--- src/rtl/spi_ram_pkg.sv ---
// spi_ram_pkg: command encodings, FSM state type and default widths shared by the SPI/host RAM arbiter.
package spi_ram_pkg;
  localparam int DEF_ADDR_SIZE = 8;
  localparam int DEF_MEM_WIDTH = 8;
  localparam int RX_WIDTH      = 10;
  typedef enum logic [1:0] {
    CMD_WR_ADDR = 2'b00,
    CMD_WR_DATA = 2'b01,
    CMD_RD_ADDR = 2'b10,
    CMD_RD_DATA = 2'b11
  } cmd_e;
  typedef enum logic [1:0] {
    IDLE       = 2'd0,
    ISSUE_SPI  = 2'd1,
    ISSUE_HOST = 2'd2,
    RD_WAIT    = 2'd3
  } state_e;
  typedef enum logic {
    SRC_HOST = 1'b0,
    SRC_SPI  = 1'b1
  } src_e;
  function automatic logic is_access(cmd_e c);
    return (c == CMD_WR_DATA) || (c == CMD_RD_DATA);
  endfunction
endpackage

--- src/rtl/spi_cmd_slot.sv ---
// spi_cmd_slot: decodes SPI words, keeps the write/read address registers and
// the one-entry pending RAM command slot (overwrite on collision, flagged by ovf).
module spi_cmd_slot
  import spi_ram_pkg::*;
#(
  parameter int ADDR_SIZE = DEF_ADDR_SIZE,
  parameter int MEM_WIDTH = DEF_MEM_WIDTH
) (
  input  logic                 clk,
  input  logic                 rst_n,
  input  logic [RX_WIDTH-1:0]  rx_data,
  input  logic                 rx_valid,
  input  logic                 take,
  output logic                 pend_valid,
  output logic                 pend_we,
  output logic [ADDR_SIZE-1:0] pend_addr,
  output logic [MEM_WIDTH-1:0] pend_data,
  output logic                 ovf
);
  cmd_e                 cmd;
  logic                 acc;
  logic [ADDR_SIZE-1:0] pay_addr;
  logic [ADDR_SIZE-1:0] wr_addr_q, wr_addr_d, rd_addr_q, rd_addr_d;
  logic [ADDR_SIZE-1:0] pend_addr_q, pend_addr_d;
  logic [MEM_WIDTH-1:0] pend_data_q, pend_data_d;
  logic                 pend_v_q, pend_v_d, pend_we_q, pend_we_d, ovf_q, ovf_d;
  always_comb begin
    cmd         = cmd_e'(rx_data[9:8]);
    pay_addr    = ADDR_SIZE'(rx_data[7:0]);
    acc         = rx_valid && is_access(cmd);
    wr_addr_d   = (rx_valid && cmd == CMD_WR_ADDR) ? pay_addr : wr_addr_q;
    rd_addr_d   = (rx_valid && cmd == CMD_RD_ADDR) ? pay_addr : rd_addr_q;
    pend_v_d    = acc || (pend_v_q && !take);
    pend_we_d   = acc ? (cmd == CMD_WR_DATA) : pend_we_q;
    pend_addr_d = acc ? ((cmd == CMD_WR_DATA) ? wr_addr_q : rd_addr_q) : pend_addr_q;
    pend_data_d = acc ? MEM_WIDTH'(rx_data[7:0]) : pend_data_q;
    // a refill in the same edge the arbiter drains the slot is not an overflow
    ovf_d       = acc && pend_v_q && !take;
  end
  always_ff @(posedge clk or negedge rst_n) begin
    if (!rst_n) begin
      wr_addr_q   <= '0;
      rd_addr_q   <= '0;
      pend_addr_q <= '0;
      pend_data_q <= '0;
      pend_v_q    <= 1'b0;
      pend_we_q   <= 1'b0;
      ovf_q       <= 1'b0;
    end else begin
      wr_addr_q   <= wr_addr_d;
      rd_addr_q   <= rd_addr_d;
      pend_addr_q <= pend_addr_d;
      pend_data_q <= pend_data_d;
      pend_v_q    <= pend_v_d;
      pend_we_q   <= pend_we_d;
      ovf_q       <= ovf_d;
    end
  end
  assign pend_valid = pend_v_q;
  assign pend_we    = pend_we_q;
  assign pend_addr  = pend_addr_q;
  assign pend_data  = pend_data_q;
  assign ovf        = ovf_q;
endmodule

--- src/rtl/spi_ram_arbiter.sv ---
// spi_ram_arbiter: shares one single-port RAM between an SPI command stream and a host port.
// Define ARB_SPI_PRIORITY_EN to make SPI win every tie; otherwise ties are round robin.
module spi_ram_arbiter
  import spi_ram_pkg::*;
#(
  parameter int ADDR_SIZE = DEF_ADDR_SIZE,
  parameter int MEM_WIDTH = DEF_MEM_WIDTH
) (
  input  logic                 clk,
  input  logic                 rst_n,
  input  logic [RX_WIDTH-1:0]  rx_data,
  input  logic                 rx_valid,
  output logic [MEM_WIDTH-1:0] tx_data,
  output logic                 tx_valid,
  input  logic                 host_req,
  input  logic                 host_we,
  input  logic [ADDR_SIZE-1:0] host_addr,
  input  logic [MEM_WIDTH-1:0] host_wdata,
  output logic                 host_gnt,
  output logic [MEM_WIDTH-1:0] host_rdata,
  output logic                 host_rvalid,
  output logic                 ram_en,
  output logic                 ram_we,
  output logic [ADDR_SIZE-1:0] ram_addr,
  output logic [MEM_WIDTH-1:0] ram_wdata,
  input  logic [MEM_WIDTH-1:0] ram_rdata,
  output logic                 spi_ovf
);
  state_e               state_q;
  src_e                 src_q, last_q;
  logic                 ram_en_q, ram_we_q, host_gnt_q, host_rvalid_q, tx_valid_q;
  logic [ADDR_SIZE-1:0] ram_addr_q;
  logic [MEM_WIDTH-1:0] ram_wdata_q, host_rdata_q, tx_data_q;
  logic                 pend_valid, pend_we, spi_tie, go_spi, go_host;
  logic [ADDR_SIZE-1:0] pend_addr;
  logic [MEM_WIDTH-1:0] pend_data;
  spi_cmd_slot #(.ADDR_SIZE(ADDR_SIZE), .MEM_WIDTH(MEM_WIDTH)) u_slot (
    .clk       (clk),
    .rst_n     (rst_n),
    .rx_data   (rx_data),
    .rx_valid  (rx_valid),
    .take      (go_spi),
    .pend_valid(pend_valid),
    .pend_we   (pend_we),
    .pend_addr (pend_addr),
    .pend_data (pend_data),
    .ovf       (spi_ovf)
  );
  always_comb begin
`ifdef ARB_SPI_PRIORITY_EN
    spi_tie = 1'b1;
`else
    spi_tie = (last_q == SRC_HOST);
`endif
    go_spi  = (state_q == IDLE) && pend_valid && (!host_req || spi_tie);
    go_host = (state_q == IDLE) && host_req && !go_spi;
  end
  always_ff @(posedge clk or negedge rst_n) begin
    if (!rst_n) begin
      state_q       <= IDLE;
      src_q         <= SRC_HOST;
      last_q        <= SRC_HOST;
      ram_en_q      <= 1'b0;
      ram_we_q      <= 1'b0;
      ram_addr_q    <= '0;
      ram_wdata_q   <= '0;
      host_gnt_q    <= 1'b0;
      host_rvalid_q <= 1'b0;
      host_rdata_q  <= '0;
      tx_valid_q    <= 1'b0;
      tx_data_q     <= '0;
    end else begin
      ram_en_q      <= 1'b0;
      ram_we_q      <= 1'b0;
      ram_addr_q    <= '0;
      ram_wdata_q   <= '0;
      host_gnt_q    <= 1'b0;
      host_rvalid_q <= 1'b0;
      if (rx_valid) tx_valid_q <= 1'b0;
      case (state_q)
        IDLE: begin
          if (go_spi) begin
            state_q     <= ISSUE_SPI;
            src_q       <= SRC_SPI;
            last_q      <= SRC_SPI;
            ram_en_q    <= 1'b1;
            ram_we_q    <= pend_we;
            ram_addr_q  <= pend_addr;
            ram_wdata_q <= pend_we ? pend_data : '0;
          end else if (go_host) begin
            state_q     <= ISSUE_HOST;
            src_q       <= SRC_HOST;
            last_q      <= SRC_HOST;
            ram_en_q    <= 1'b1;
            ram_we_q    <= host_we;
            ram_addr_q  <= host_addr;
            ram_wdata_q <= host_we ? host_wdata : '0;
            host_gnt_q  <= 1'b1;
          end
        end
        ISSUE_SPI, ISSUE_HOST: state_q <= ram_we_q ? IDLE : RD_WAIT;
        RD_WAIT: begin
          state_q <= IDLE;
          if (src_q == SRC_HOST) begin
            host_rdata_q  <= ram_rdata;
            host_rvalid_q <= 1'b1;
          end else begin
            tx_data_q  <= ram_rdata;
            tx_valid_q <= 1'b1;
          end
        end
        default: state_q <= IDLE;
      endcase
    end
  end
  assign ram_en      = ram_en_q;
  assign ram_we      = ram_we_q;
  assign ram_addr    = ram_addr_q;
  assign ram_wdata   = ram_wdata_q;
  assign host_gnt    = host_gnt_q;
  assign host_rdata  = host_rdata_q;
  assign host_rvalid = host_rvalid_q;
  assign tx_data     = tx_data_q;
  assign tx_valid    = tx_valid_q;
endmodule

--- config.mk ---
export PLATFORM = sky130hd
export DESIGN_NAME = spi_ram_arbiter
export DESIGN_NICKNAME = d
export VERILOG_FILES = /design/src/rtl/spi_ram_pkg.sv /design/src/rtl/spi_cmd_slot.sv /design/src/rtl/spi_ram_arbiter.sv
export SDC_FILE = /design/constraint.sdc
export NUM_CORES = 1
export LEC_CHECK = 0
export ABC_CLOCK_PERIOD_IN_PS = 2200
export CAP_MARGIN = 20
export CORE_AREA = 2 2 91 93
export CTS_BUF_LIST = sky130_fd_sc_hd__clkbuf_2
export DETAILED_ROUTE_END_ITERATION = 6
export DIE_AREA = 0 0 93 95
export HOLD_SLACK_MARGIN = 0.05
export PLACE_DENSITY = 0.68
export SLEW_MARGIN = 10
export SYNTH_ARGS = -nofsm -noshare
export SYNTH_HDL_FRONTEND = slang
export SYNTH_SLANG_ARGS = --single-unit
--- constraint.sdc ---
create_clock -name clk -period 2.2 [get_ports clk]
set_input_delay 0.66 -clock clk [delete_from_list [all_inputs] [get_ports clk]]
set_output_delay 0.66 -clock clk [all_outputs]
set_load 0.005 [all_outputs]
==> impl_metrics.json <==
{
  "whs_ns": 0.5119,
  "cts_sinks": 75,
  "start_util_pct": 36.74,
  "sequentialPowerShare_pct": 46.7,
  "fmax_mhz": 484.4,
  "cts_root_buf": "clkbuf_2",
  "ys_seq_elements": 75,
  "comb_power_share_pct": 33.5,
  "io_pins": 77,
  "power.internal_mw": 3.054,
  "cp_data_arrival_time_ns": 1.40,
  "path_max_fanout": 2,
  "place_congestion": 0.6978,
  "max-cap-violations": 0,
  "drt-initial-drc-count": 57,
  "worstPathCellList": "clkdlybuf4s50_1",
  "worstSetupPathType": "flip-flop to output port",
  "ys_types": 28,
  "cts_tree": "built",
  "die_w_um": 93,
  "grt_max_degree": 42,
  "numCtsBuffers": 9,
  "grt_setup_unrepaired": "false",
  "finalSetupViolations": 0,
  "postSynthAreaPerCell_um2": 14.79,
  "crit_cells": 1,
  "place_area_um2": 3831,
  "slowest_stage": "clkdlybuf4s50_1",
  "die_y_um": 95,
  "dr.pass1.iters": 4,
  "swShare_pct": 28.16,
  "period_needed_ns": 2.064,
  "hold_path_depth": 2,
  "synth_top_family_by_area": "multiplexers",
  "die-area_um2": 8835,
  "setup_ws_ns": 0.1356,
  "cts-htree-levels": 3,
  "core_area_um2": 7928,
  "grt_pass1_wl_mm": 9.480,
  "ant_nets": 0,
  "syn_to_final_growth_pct": 36.55,
  "fin_worst_skew_ns": 0.03081,
  "clkSlewWorstSetupHoldPaths_ns": 0.22,
  "wl_per_cell_um": 14.43,
  "tightest_slew_ns": 0.5150,
  "synth_flop_cell": "dfrtp_1",
  "powerDensity_nw_per_um2": 1069,
  "hold_path.class": "flip-flop to flip-flop",
  "synth-async-reset-ratio_pct": 100.0,
  "yosysWarnings": 0,
  "min_period_over_period_pct": 93.84,
  "vias": 1878,
  "grt_pass1_vias": 1963,
  "antenna_cells": 0,
  "netSwitchingPower_mw": 1.197,
  "r2r_cells": 5,
  "synth.mux.area_fraction_pct": 18.21,
  "relSlewSlack_pct": 65.67,
  "finalMaxSlewViolations": 0,
  "yosysSeqAreaShare_pct": 64.43,
  "path_buf_inv": 1,
  "drc_errors": 0,
  "synthSimpleGateAreaFrac_pct": 4.682,
  "stdcell_area_um2": 3978,
  "num_rows": 33,
  "synth_compound_area_share_pct": 9.235,
  "syn_area_um2": 2913,
  "p_clk_share_pct": 19.8,
  "cts_buffer_depth": 2,
  "timing.setup.tns_ns": 0,
  "crit_required_ns": 1.54,
  "grt_usage_pct": 14.12,
  "finalHoldViolCount": 0,
  "nets": 328,
  "synth_edf_count": 0,
  "antenna_found_initial": 0,
  "pre_cts_ws_ns": 0.01757,
  "ir_drop_uv": 384.9,
  "cp_top_family": "buffers and inverters",
  "synthAdderAreaFrac_pct": 1.289,
  "viasPerCell": 4.754,
  "overflow": 0,
  "leakage_nw": 1.737,
  "wl_mm": 5.701,
  "cp-start-kind": "flip-flop",
  "synth_xor_area_share_pct": 0,
  "dpl.hpwl_mm": 4.189,
  "io_buffers": 76,
  "synthCells": 197,
  "cp_slowest_stage_delay_ns": 0.50,
  "status": "finished, final reports clean",
  "post_cts.repair.setup_buffers": 0,
  "clkLatencyLatePin_ns": 0.50,
  "crit_path_end_kind": "output port",
  "drive_gt1_share_pct": 23.79,
  "synth_fp_nets": 239
}
[state kept, by name, indices dropped and copies added, names as in the netlist, 2 cells and up]
name	flops
ram_wdata	8
ram_addr	8
host_rdata	8
u_slot.wr_addr_q	8
state_q	2
tx_data	8
u_slot.pend_addr	8
u_slot.rd_addr_q	8
u_slot.pend_data	8
[per-stage QoR]
stage	std cells	util (%)	total power, mW
final	395	50.17	4.250
after global routing	395	50.17	4.560
after CTS	395	50.17	4.327
after detailed placement	379	48.33	3.471
after global placement	379	48.33	3.426
after floorplan	197	-	2.683
[cells by family (layout without fill, tap and decap cells)]
logic type / Yosys count / in the layout
flip-flops: 75 / 75
AO/OA/AOI/OAI: 35 / 35
AND/OR/NAND/NOR: 24 / 24
buffers and inverters: 12 / 105
adder cells (fa/ha/maj): 3 / 3
multiplexers: 48 / 48
[cells in the final DEF (no fill, tap or decap), drive strengths merged, types with 2 or more instances in the layout]
master         instances
a22o                   8
a2bb2oi                2
a32o                   8
buf                    9
bufinv                 2
clkbuf                 9
clkdlybuf4s50         75
clkinvlp               3
dfrtp                 75
ha                     3
inv                    5
mux2                  40
mux2i                  8
nand2                 14
nor2                   3
nor2b                  2
o21ai                 12
[path summary, 6_finish.rpt]
check | endpoint | startpoint | slack [ns]
min reg2reg | u_slot.pend_addr[5] | u_slot.pend_addr[5] | 0.51
max reg2reg | ram_addr[3] | state_q[0] | 0.55
min | u_slot.pend_addr[5] | u_slot.pend_addr[5] | 0.51
max | ram_we | ram_we | 0.14
max in group asynchronous | ram_addr[3] | rst_n | 0.89
min in group asynchronous | u_slot.pend_data[1] | rst_n | 0.64
[power groups by stage]
stage / clock, mW / combinational [mW] / sequential (mW)
6_report: 0.840 / 1.42 / 1.99
3_3_place_gp: 0 / 1.42 / 2.01
4_1_cts: 0.885 / 1.45 / 1.99
2_1_floorplan: 0 / 0.677 / 2.01
5_1_grt: 0.943 / 1.57 / 2.04
3_5_place_dp: 0 / 1.45 / 2.03
[per-layer routing]
layer	wire (um)	track usage (%)	up-vias
li1	-	-	894
met2	2708	22.28	61
met3	353	3.831	6
met1	2588	18.50	917
met4	51	5.882	0
met5	0	0	-
[synth_stat cells (all sizes together) (2+ instances only)]
master | count | area (um^2)
a22o | 8 | 70.07
dfrtp | 75 | 1877
inv | 5 | 18.77
mux2i | 8 | 80.08
nor2b | 2 | 12.51
buf | 5 | 36.28
a2bb2oi | 2 | 17.52
nor2 | 3 | 18.77
nand2 | 14 | 55.06
mux2 | 40 | 450.4
clkbuf | 2 | 7.510
o21ai | 12 | 60.06
ha | 3 | 37.54
a32o | 8 | 80.08
[what timing repair did]
| item | in CTS | in global routing |
|---|---|---|
| resized for setup | 0 | 0 |
| hold buffers | 1 | 0 |
| setup endpoints to repair | 0 | 0 |
| endpoints found under the hold margin | 15 | 0 |
[area by class of cell]
| type | count | area [um^2] |
|---|---|---|
| clock inverters | 6 | 91.34 |
| fillers | 742 | 3950 |
| flip-flops and latches | 75 | 1877 |
| inverters | 5 | 18.77 |
| clock buffers | 9 | 45.04 |
| well taps | 105 | 131.4 |
| multi-input cells | 110 | 973.4 |
| repair buffers | 85 | 840.8 |
No activity file was read; power rests on OpenSTA's default activity.
